===== src/rtl/vga_pkg.sv =====
// Shared VGA constants, colour type and renderer state encodings.
package vga_pkg;

   localparam int unsigned H_ACTIVE = 460;
   localparam int unsigned V_ACTIVE = 462;
   localparam int unsigned COORD_W  = 11;
   localparam int unsigned PIX_W    = 10;
   localparam int unsigned COLOR_W  = 12;
   localparam int unsigned STATE_W  = 2;

   typedef logic [COLOR_W-1:0] color_t;

   localparam logic [STATE_W-1:0] IDLE   = 2'd0;
   localparam logic [STATE_W-1:0] RUN    = 2'd1;
   localparam logic [STATE_W-1:0] PAUSED = 2'd2;

endpackage


===== src/rtl/bouncing_box_renderer_if.sv =====
// Timing-generator to DAC pixel bus: scan position and raw sync in, colour and aligned sync out.
interface bouncing_box_renderer_if;
   import vga_pkg::*;

   logic [PIX_W-1:0] x_pos;
   logic [PIX_W-1:0] y_pos;
   logic             display_zone;
   logic             h_synk_in;
   logic             v_synk_in;
   logic [3:0]       vga_r;
   logic [3:0]       vga_g;
   logic [3:0]       vga_b;
   logic             h_synk;
   logic             v_synk;

   modport master (
      output x_pos, y_pos, display_zone, h_synk_in, v_synk_in,
      input  vga_r, vga_g, vga_b, h_synk, v_synk
   );

   modport slave (
      input  x_pos, y_pos, display_zone, h_synk_in, v_synk_in,
      output vga_r, vga_g, vga_b, h_synk, v_synk
   );

endinterface


===== src/rtl/box_axis_mover.sv =====
// One axis of box motion: position, direction and edge bounce, advanced on move_i.
module box_axis_mover
   import vga_pkg::*;
#(
   parameter int unsigned SIZE  = 40,
   parameter int unsigned LIMIT = 460,
   parameter int unsigned STEP  = 2,
   parameter int unsigned INIT  = 100
) (
   input  logic               clk,
   input  logic               rst,
   input  logic               move_i,
   output logic [COORD_W-1:0] pos_o,
   output logic               edge_hit_c_o
);

   localparam logic [COORD_W-1:0] SIZE_C = COORD_W'(SIZE);
   localparam logic [COORD_W-1:0] STEP_C = COORD_W'(STEP);
   localparam logic [COORD_W-1:0] LIM_C  = COORD_W'(LIMIT);
   localparam logic [COORD_W-1:0] MAX_C  = COORD_W'(LIMIT - SIZE);
   localparam logic [COORD_W-1:0] INIT_C = COORD_W'(INIT);

   logic [COORD_W-1:0] pos_q, pos_d;
   logic               dir_q, dir_d;   // 1 = increasing
   logic               hit_c;

   // Next position if a move happens this cycle; hit_c flags a wall contact.
   always_comb begin
      pos_d = pos_q;
      dir_d = dir_q;
      hit_c = 1'b0;
      if (dir_q) begin
         if (pos_q + SIZE_C + STEP_C >= LIM_C) begin
            pos_d = MAX_C;
            dir_d = 1'b0;
            hit_c = 1'b1;
         end else begin
            pos_d = pos_q + STEP_C;
         end
      end else begin
         if (pos_q <= STEP_C) begin
            pos_d = '0;
            dir_d = 1'b1;
            hit_c = 1'b1;
         end else begin
            pos_d = pos_q - STEP_C;
         end
      end
   end

   always_ff @(posedge clk or posedge rst) begin
      if (rst) begin
         pos_q <= INIT_C;
         dir_q <= 1'b1;
      end else if (move_i) begin
         pos_q <= pos_d;
         dir_q <= dir_d;
      end
   end

   assign pos_o        = pos_q;
   assign edge_hit_c_o = hit_c;

endmodule


===== src/rtl/bouncing_box_renderer.sv =====
// Draws a bouncing solid box over a background and re-aligns sync with the registered colour.
module bouncing_box_renderer
   import vga_pkg::*;
#(
   parameter int unsigned H_ACT     = H_ACTIVE,
   parameter int unsigned V_ACT     = V_ACTIVE,
   parameter int unsigned BOX_W     = 40,
   parameter int unsigned BOX_H     = 40,
   parameter int unsigned STEP      = 2,
   parameter int unsigned INIT_X    = 100,
   parameter int unsigned INIT_Y    = 100,
   parameter color_t      BOX_COLOR = 12'hF00,
   parameter color_t      BG_COLOR  = 12'h00F,
   parameter int unsigned SYNC_DLY  = 2
) (
   input  logic                    clk_50,
   input  logic                    rst,
   bouncing_box_renderer_if.slave  vga,
   input  logic                    pause,
   output logic [7:0]              bounce_count
);

   localparam logic [COORD_W-1:0] BOX_W_C = COORD_W'(BOX_W);
   localparam logic [COORD_W-1:0] BOX_H_C = COORD_W'(BOX_H);

   logic                v_prev_q;
   logic                tick_c;
   logic [STATE_W-1:0]  state_q, state_d;
   logic                move_c;
   logic [COORD_W-1:0]  box_x, box_y;
   logic                hit_x_c, hit_y_c;
   logic [7:0]          bounce_q, bounce_d;
   color_t              rgb_q, rgb_d;
   logic [COORD_W-1:0]  x_ext, y_ext;
   logic                in_box_c;
   logic [SYNC_DLY-1:0] hs_q, hs_d, vs_q, vs_d;

   // Frame tick on the falling edge of vertical sync.
   assign tick_c = v_prev_q & ~vga.v_synk_in;

   always_comb begin
      state_d = state_q;
      move_c  = 1'b0;
      if (tick_c) begin
         case (state_q)
            IDLE:    state_d = RUN;
            RUN: begin
               if (pause) state_d = PAUSED;
               else       move_c  = 1'b1;
            end
            PAUSED: begin
               if (!pause) state_d = RUN;
            end
            default: state_d = IDLE;
         endcase
      end
   end

   box_axis_mover #(
      .SIZE (BOX_W), .LIMIT(H_ACT), .STEP(STEP), .INIT(INIT_X)
   ) u_x (
      .clk(clk_50), .rst(rst), .move_i(move_c), .pos_o(box_x), .edge_hit_c_o(hit_x_c)
   );

   box_axis_mover #(
      .SIZE (BOX_H), .LIMIT(V_ACT), .STEP(STEP), .INIT(INIT_Y)
   ) u_y (
      .clk(clk_50), .rst(rst), .move_i(move_c), .pos_o(box_y), .edge_hit_c_o(hit_y_c)
   );

   // A corner hit is a single bounce.
   always_comb begin
      bounce_d = bounce_q;
      if (move_c && (hit_x_c || hit_y_c)) bounce_d = bounce_q + 8'd1;
   end

   assign x_ext    = COORD_W'(vga.x_pos);
   assign y_ext    = COORD_W'(vga.y_pos);
   assign in_box_c = (x_ext >= box_x) && (x_ext < box_x + BOX_W_C) &&
                     (y_ext >= box_y) && (y_ext < box_y + BOX_H_C);

   always_comb begin
      rgb_d = BG_COLOR;
      if (vga.display_zone) rgb_d = '0;
      else if (in_box_c)    rgb_d = BOX_COLOR;
   end

   always_comb begin
      hs_d    = hs_q;
      vs_d    = vs_q;
      hs_d[0] = vga.h_synk_in;
      vs_d[0] = vga.v_synk_in;
      for (int i = 1; i < SYNC_DLY; i++) begin
         hs_d[i] = hs_q[i-1];
         vs_d[i] = vs_q[i-1];
      end
   end

   always_ff @(posedge clk_50 or posedge rst) begin
      if (rst) begin
         v_prev_q <= 1'b1;
         state_q  <= IDLE;
         bounce_q <= '0;
         rgb_q    <= '0;
         hs_q     <= '1;
         vs_q     <= '1;
      end else begin
         v_prev_q <= vga.v_synk_in;
         state_q  <= state_d;
         bounce_q <= bounce_d;
         rgb_q    <= rgb_d;
         hs_q     <= hs_d;
         vs_q     <= vs_d;
      end
   end

   assign vga.vga_r    = rgb_q[11:8];
   assign vga.vga_g    = rgb_q[7:4];
   assign vga.vga_b    = rgb_q[3:0];
   assign vga.h_synk   = hs_q[SYNC_DLY-1];
   assign vga.v_synk   = vs_q[SYNC_DLY-1];
   assign bounce_count = bounce_q;

endmodule


===== src/flat_wrapper.sv =====
// flat-port wrapper written by rule: the top's interface ports become plain ports
module bouncing_box_renderer_flat import vga_pkg::*;
#(
   parameter int unsigned H_ACT     = H_ACTIVE,
   parameter int unsigned V_ACT     = V_ACTIVE,
   parameter int unsigned BOX_W     = 40,
   parameter int unsigned BOX_H     = 40,
   parameter int unsigned STEP      = 2,
   parameter int unsigned INIT_X    = 100,
   parameter int unsigned INIT_Y    = 100,
   parameter color_t      BOX_COLOR = 12'hF00,
   parameter color_t      BG_COLOR  = 12'h00F,
   parameter int unsigned SYNC_DLY  = 2
)
  (clk_50, rst, pause, bounce_count, vga_x_pos, vga_y_pos, vga_display_zone, vga_h_synk_in, vga_v_synk_in, vga_vga_r, vga_vga_g, vga_vga_b, vga_h_synk, vga_v_synk);
  bouncing_box_renderer_if vga_i ();
  input  logic clk_50;
  input  logic rst;
  input  logic pause;
  output logic [7:0] bounce_count;
  input wire logic [$bits(vga_i.x_pos)-1:0] vga_x_pos;
  input wire logic [$bits(vga_i.y_pos)-1:0] vga_y_pos;
  input wire logic [$bits(vga_i.display_zone)-1:0] vga_display_zone;
  input wire logic [$bits(vga_i.h_synk_in)-1:0] vga_h_synk_in;
  input wire logic [$bits(vga_i.v_synk_in)-1:0] vga_v_synk_in;
  output wire logic [$bits(vga_i.vga_r)-1:0] vga_vga_r;
  output wire logic [$bits(vga_i.vga_g)-1:0] vga_vga_g;
  output wire logic [$bits(vga_i.vga_b)-1:0] vga_vga_b;
  output wire logic [$bits(vga_i.h_synk)-1:0] vga_h_synk;
  output wire logic [$bits(vga_i.v_synk)-1:0] vga_v_synk;
  assign vga_i.x_pos = vga_x_pos;
  assign vga_i.y_pos = vga_y_pos;
  assign vga_i.display_zone = vga_display_zone;
  assign vga_i.h_synk_in = vga_h_synk_in;
  assign vga_i.v_synk_in = vga_v_synk_in;
  assign vga_vga_r = vga_i.vga_r;
  assign vga_vga_g = vga_i.vga_g;
  assign vga_vga_b = vga_i.vga_b;
  assign vga_h_synk = vga_i.h_synk;
  assign vga_v_synk = vga_i.v_synk;
  bouncing_box_renderer #(.H_ACT(H_ACT), .V_ACT(V_ACT), .BOX_W(BOX_W), .BOX_H(BOX_H), .STEP(STEP), .INIT_X(INIT_X), .INIT_Y(INIT_Y), .BOX_COLOR(BOX_COLOR), .BG_COLOR(BG_COLOR), .SYNC_DLY(SYNC_DLY)) u_core (.clk_50(clk_50), .rst(rst), .vga(vga_i), .pause(pause), .bounce_count(bounce_count));
endmodule

===== config.mk =====
export PLATFORM = sky130hd
export DESIGN_NAME = bouncing_box_renderer_flat
export DESIGN_NICKNAME = d
export VERILOG_FILES = /design/src/rtl/vga_pkg.sv /design/src/rtl/bouncing_box_renderer_if.sv /design/src/rtl/box_axis_mover.sv /design/src/rtl/bouncing_box_renderer.sv /design/src/flat_wrapper.sv
export SDC_FILE = /design/constraint.sdc
export NUM_CORES = 1
export LEC_CHECK = 0
export CAP_MARGIN = 0
export CORE_UTILIZATION = 35
export CTS_CLUSTER_DIAMETER = 50
export DETAILED_ROUTE_END_ITERATION = 16
export PLACE_DENSITY = 0.57
export SYNTH_ARGS = -nofsm -noshare
export SYNTH_HDL_FRONTEND = slang
export SYNTH_SLANG_ARGS = --single-unit

===== constraint.sdc =====
create_clock -name clk_50 -period 3.76 [get_ports clk_50]
set_input_delay 0.376 -clock clk_50 [delete_from_list [all_inputs] [get_ports clk_50]]
set_output_delay 0.376 -clock clk_50 [all_outputs]
set_load 0.05 [all_outputs]

==> results.sh, run 1 <==
export IMPL_outcome="finished clean"
export IMPL_ctsRootBufferMaster="clkbuf_16"
export IMPL_wl_um=10300
export IMPL_via_per_inst=5.65
export IMPL_fin_skew_ns=0.00539
export IMPL_ctsHoldBuffers=0
export IMPL_rows=38
export IMPL_grt_pass1_wl_um=17400
export IMPL_min_from="u_core.hs_q[0]"
export IMPL_setup_tns_ns=0
export IMPL_wl_per_cell_um=15.7
export IMPL_vias=3695
export IMPL_drive_gt1_share_pct=9.53
export IMPL_post_cts_repair_setup_buffers=0
export IMPL_grt_max_degree=30
export IMPL_path_max_fanout=8
export IMPL_finalCritPeriodShare_pct=92.6
export IMPL_finalNetCount=585
export IMPL_yosys_warnings=0
export IMPL_leakage_nw=1.94
export IMPL_portBuffers=42
export IMPL_synth_seq_cells=38
export IMPL_finish_utilization_pct=42.9
export IMPL_max_freq_ghz=0.287
export IMPL_timing_rr_start="u_core.u_x.pos_o[4]"
export IMPL_dieArea_sq_um=11800
export IMPL_ant_nets=0
export IMPL_hold_viol=0
export IMPL_die_h_um=109
export IMPL_h_tree_depth=2
export IMPL_core_sq_um=10900
export IMPL_yosysTopAreaCellShare_pct=16.4
export IMPL_first_pass_iters=4
export IMPL_min_to="u_core.hs_q[1]"
export IMPL_diodes=0
export IMPL_synth_edf_count=0
export IMPL_cap_viol_max_count=0
export IMPL_cts_tree="done"
export IMPL_synthFlopType="dfrtp_1"
export IMPL_crit_required_ns=3.93
export IMPL_pin_count=48
export IMPL_clk_pin_slew_ns=0.06
export IMPL_grt_remaining_overflow=0
export IMPL_ir_worst_vdd_v=0.000359
export IMPL_crit_type="reg2reg"
export IMPL_reg2reg_depth=10
export IMPL_finalSetupViolCount=0
export IMPL_drcViolationCount=0
export IMPL_ys_seq_area_share_pct=24.3
export IMPL_startpoint_type="flop"
export IMPL_rsz0062_at_grt="false"
export IMPL_dp_hpwl_um=8040
export IMPL_area_delta_synth_final_pct=17.9
export IMPL_grt_total_usage_pct=18.5
export IMPL_min_path_cells=0
export IMPL_yosysTopAreaCell="dfrtp_1"
export IMPL_timing_rr_end="u_core.bounce_count[1]"
export IMPL_wl_met1_um=4740
export IMPL_antenna_found_initial=0
export IMPL_clock_path_buffers=2
export IMPL_synth_area_per_cell_sq_um=8.29
export IMPL_grt_pass1_vias=3607
export IMPL_powerDensity_nw_per_um2=556
export IMPL_start_util_pct=36.4
export IMPL_cts_buffers=5
export IMPL_finalMaxSlewViolations=0
export IMPL_place_congestion=0.870
export IMPL_netlist_area_sq_um=3980
export IMPL_hold_path_class="reg2reg"
export IMPL_wl_met2_um=5080
export IMPL_synthDistinctLibCells=74
export IMPL_postSynthCellCount=480
export IMPL_rrSetupSlack_ns=0.28
export IMPL_critPathCaptureType="flop"
export IMPL_worstSkewPairLatency_ns=0.28
export IMPL_synth_area_leaders="dfrtp_1, ha_1, dfstp_2, o21ai_0, a21oi_1"
export IMPL_netlist_top_cells_count="ha_1, o21ai_0, a21oi_1"
export IMPL_synth_most_common_cell="ha_1"
export IMPL_cts_repair_resized=0
export IMPL_synthArstFlopShare_pct=100
export IMPL_worst_ep_arrival_time_ns=3.65
export IMPL_wl_met3_um=276
export IMPL_routed_top_layer="met4"
export IMPL_min_period_ns=3.48
export IMPL_clkSinkCount=38
export IMPL_drt_iter0_drc=135
export IMPL_dieWidth_um=109
export IMPL_slew_headroom_pct=21.0
export IMPL_max_slew_worst_pin_slew_ns=1.18
## how the worst max path moves through the flow
stage / startpoint / to / depth (start not counted)
after floorplan: u_core.u_x.pos_o[3] / u_core.bounce_count[1] / 12
after global placement: u_core.u_x.pos_o[4] / u_core.bounce_count[1] / 10
after detailed placement: u_core.u_x.pos_o[4] / u_core.bounce_count[1] / 10
after CTS: u_core.u_x.pos_o[4] / u_core.bounce_count[1] / 10
after global routing: u_core.u_x.pos_o[4] / u_core.bounce_count[1] / 10
final: u_core.u_x.pos_o[4] / u_core.bounce_count[1] / 10
## layout by cell type (no fill, tap or decap), types with 8 or more instances in the layout
cell type        netlist  layout
o21ai_0               40      40
clkdlybuf4s50_1        0      42
a21oi_1               38      38
dfstp_2               12      12
nand3_1               13      13
ha_1                  46      46
nor3_1                14      14
nand2_1               34      34
xnor2_1               14      14
inv_1                 32      32
o21a_1                15      15
o211ai_1               8       8
buf_4                 12      11
nor2_1                32      32
dfrtp_1               26      26
## critical path: stages, from the launching register on
cell and delay [ns]:
dfrtp_1 0.48, inv_1 0.16, ha_1 0.36, inv_1 0.08
or4_1 0.65, o2111ai_1 0.16, o211ai_1 0.14, or4b_4 0.62
a32oi_4 0.26, nand2b_4 0.17, mux2_4 0.29
## metal layers
layer / global-route usage (%) / vias up
met2: 33.0 / 83
met1: 23.1 / 1777
li1: - / 1822
met3: 2.63 / 13
met5: 0 / -
met4: 5.21 / 0
## cell families after synthesis
logic type               Yosys count  share of synthesized area (%)
adder cells (fa/ha/maj)           46                           14.5
XOR/XNOR                          24                           6.29
AO/OA/AOI/OAI                    161                           27.5
other                              1                         0.0942
multiplexers                       2                          0.629
buffers and inverters             64                           7.52
flip-flops                        38                           24.3
AND/OR/NAND/NOR                  144                           19.2
## sequential cells by signal, indices dropped and copies added, names as in the netlist
register and count:
u_core.bounce_count 8, u_core.state_q 2, u_core.hs_q 2, u_core.u_y.pos_o 10
u_core.u_x.pos_o 10, u_core.rgb_q 2, u_core.vs_q 2, u_core.u_y.dir_q 1
u_core.u_x.dir_q 1
## per-stage QoR
stage               power (mW)  setup WS, ns  hold WS (ns)  std cells  instance area, sq um
floorplan                 1.67         0.333         0.345        483                  3990
global placement          2.02         0.350         0.350        646                  4500
detailed placement        2.05         0.308         0.354        646                  4500
CTS                       2.62         0.273         0.362        654                  4690
global route              2.84         0.108         0.365        654                  4690
finish                    2.61         0.279         0.362        654                  4690
## layout make-up
cell class / count / area [sq um]
multi-input combinational: 381 / 2730
clock buffer: 5 / 125
sequential: 38 / 966
inverter: 34 / 128
timing repair buffer: 53 / 503
fill: 1097 / 6240
tap: 140 / 175
clock inverter: 3 / 68.8
## report_power, final
group          total, mW  switching [mW]  internal, mW
combinational       1.41           0.817         0.593
clock              0.553           0.171         0.381
sequential         0.647           0.148         0.499
Note: power is estimated with default switching activity, not from simulation.
==> run 2, diff against run 1 <==
--- a/config.mk
+++ b/config.mk
@@ -7,7 +7,6 @@
 export LEC_CHECK = 0
 export CAP_MARGIN = 0
 export CORE_UTILIZATION = 35
-export CTS_CLUSTER_DIAMETER = 50
 export DETAILED_ROUTE_END_ITERATION = 16
 export PLACE_DENSITY = 0.57
 export SYNTH_ARGS = -nofsm -noshare
==> results of run 2 <==
The final DEF is identical to that of run 1; final timing and power are the same.
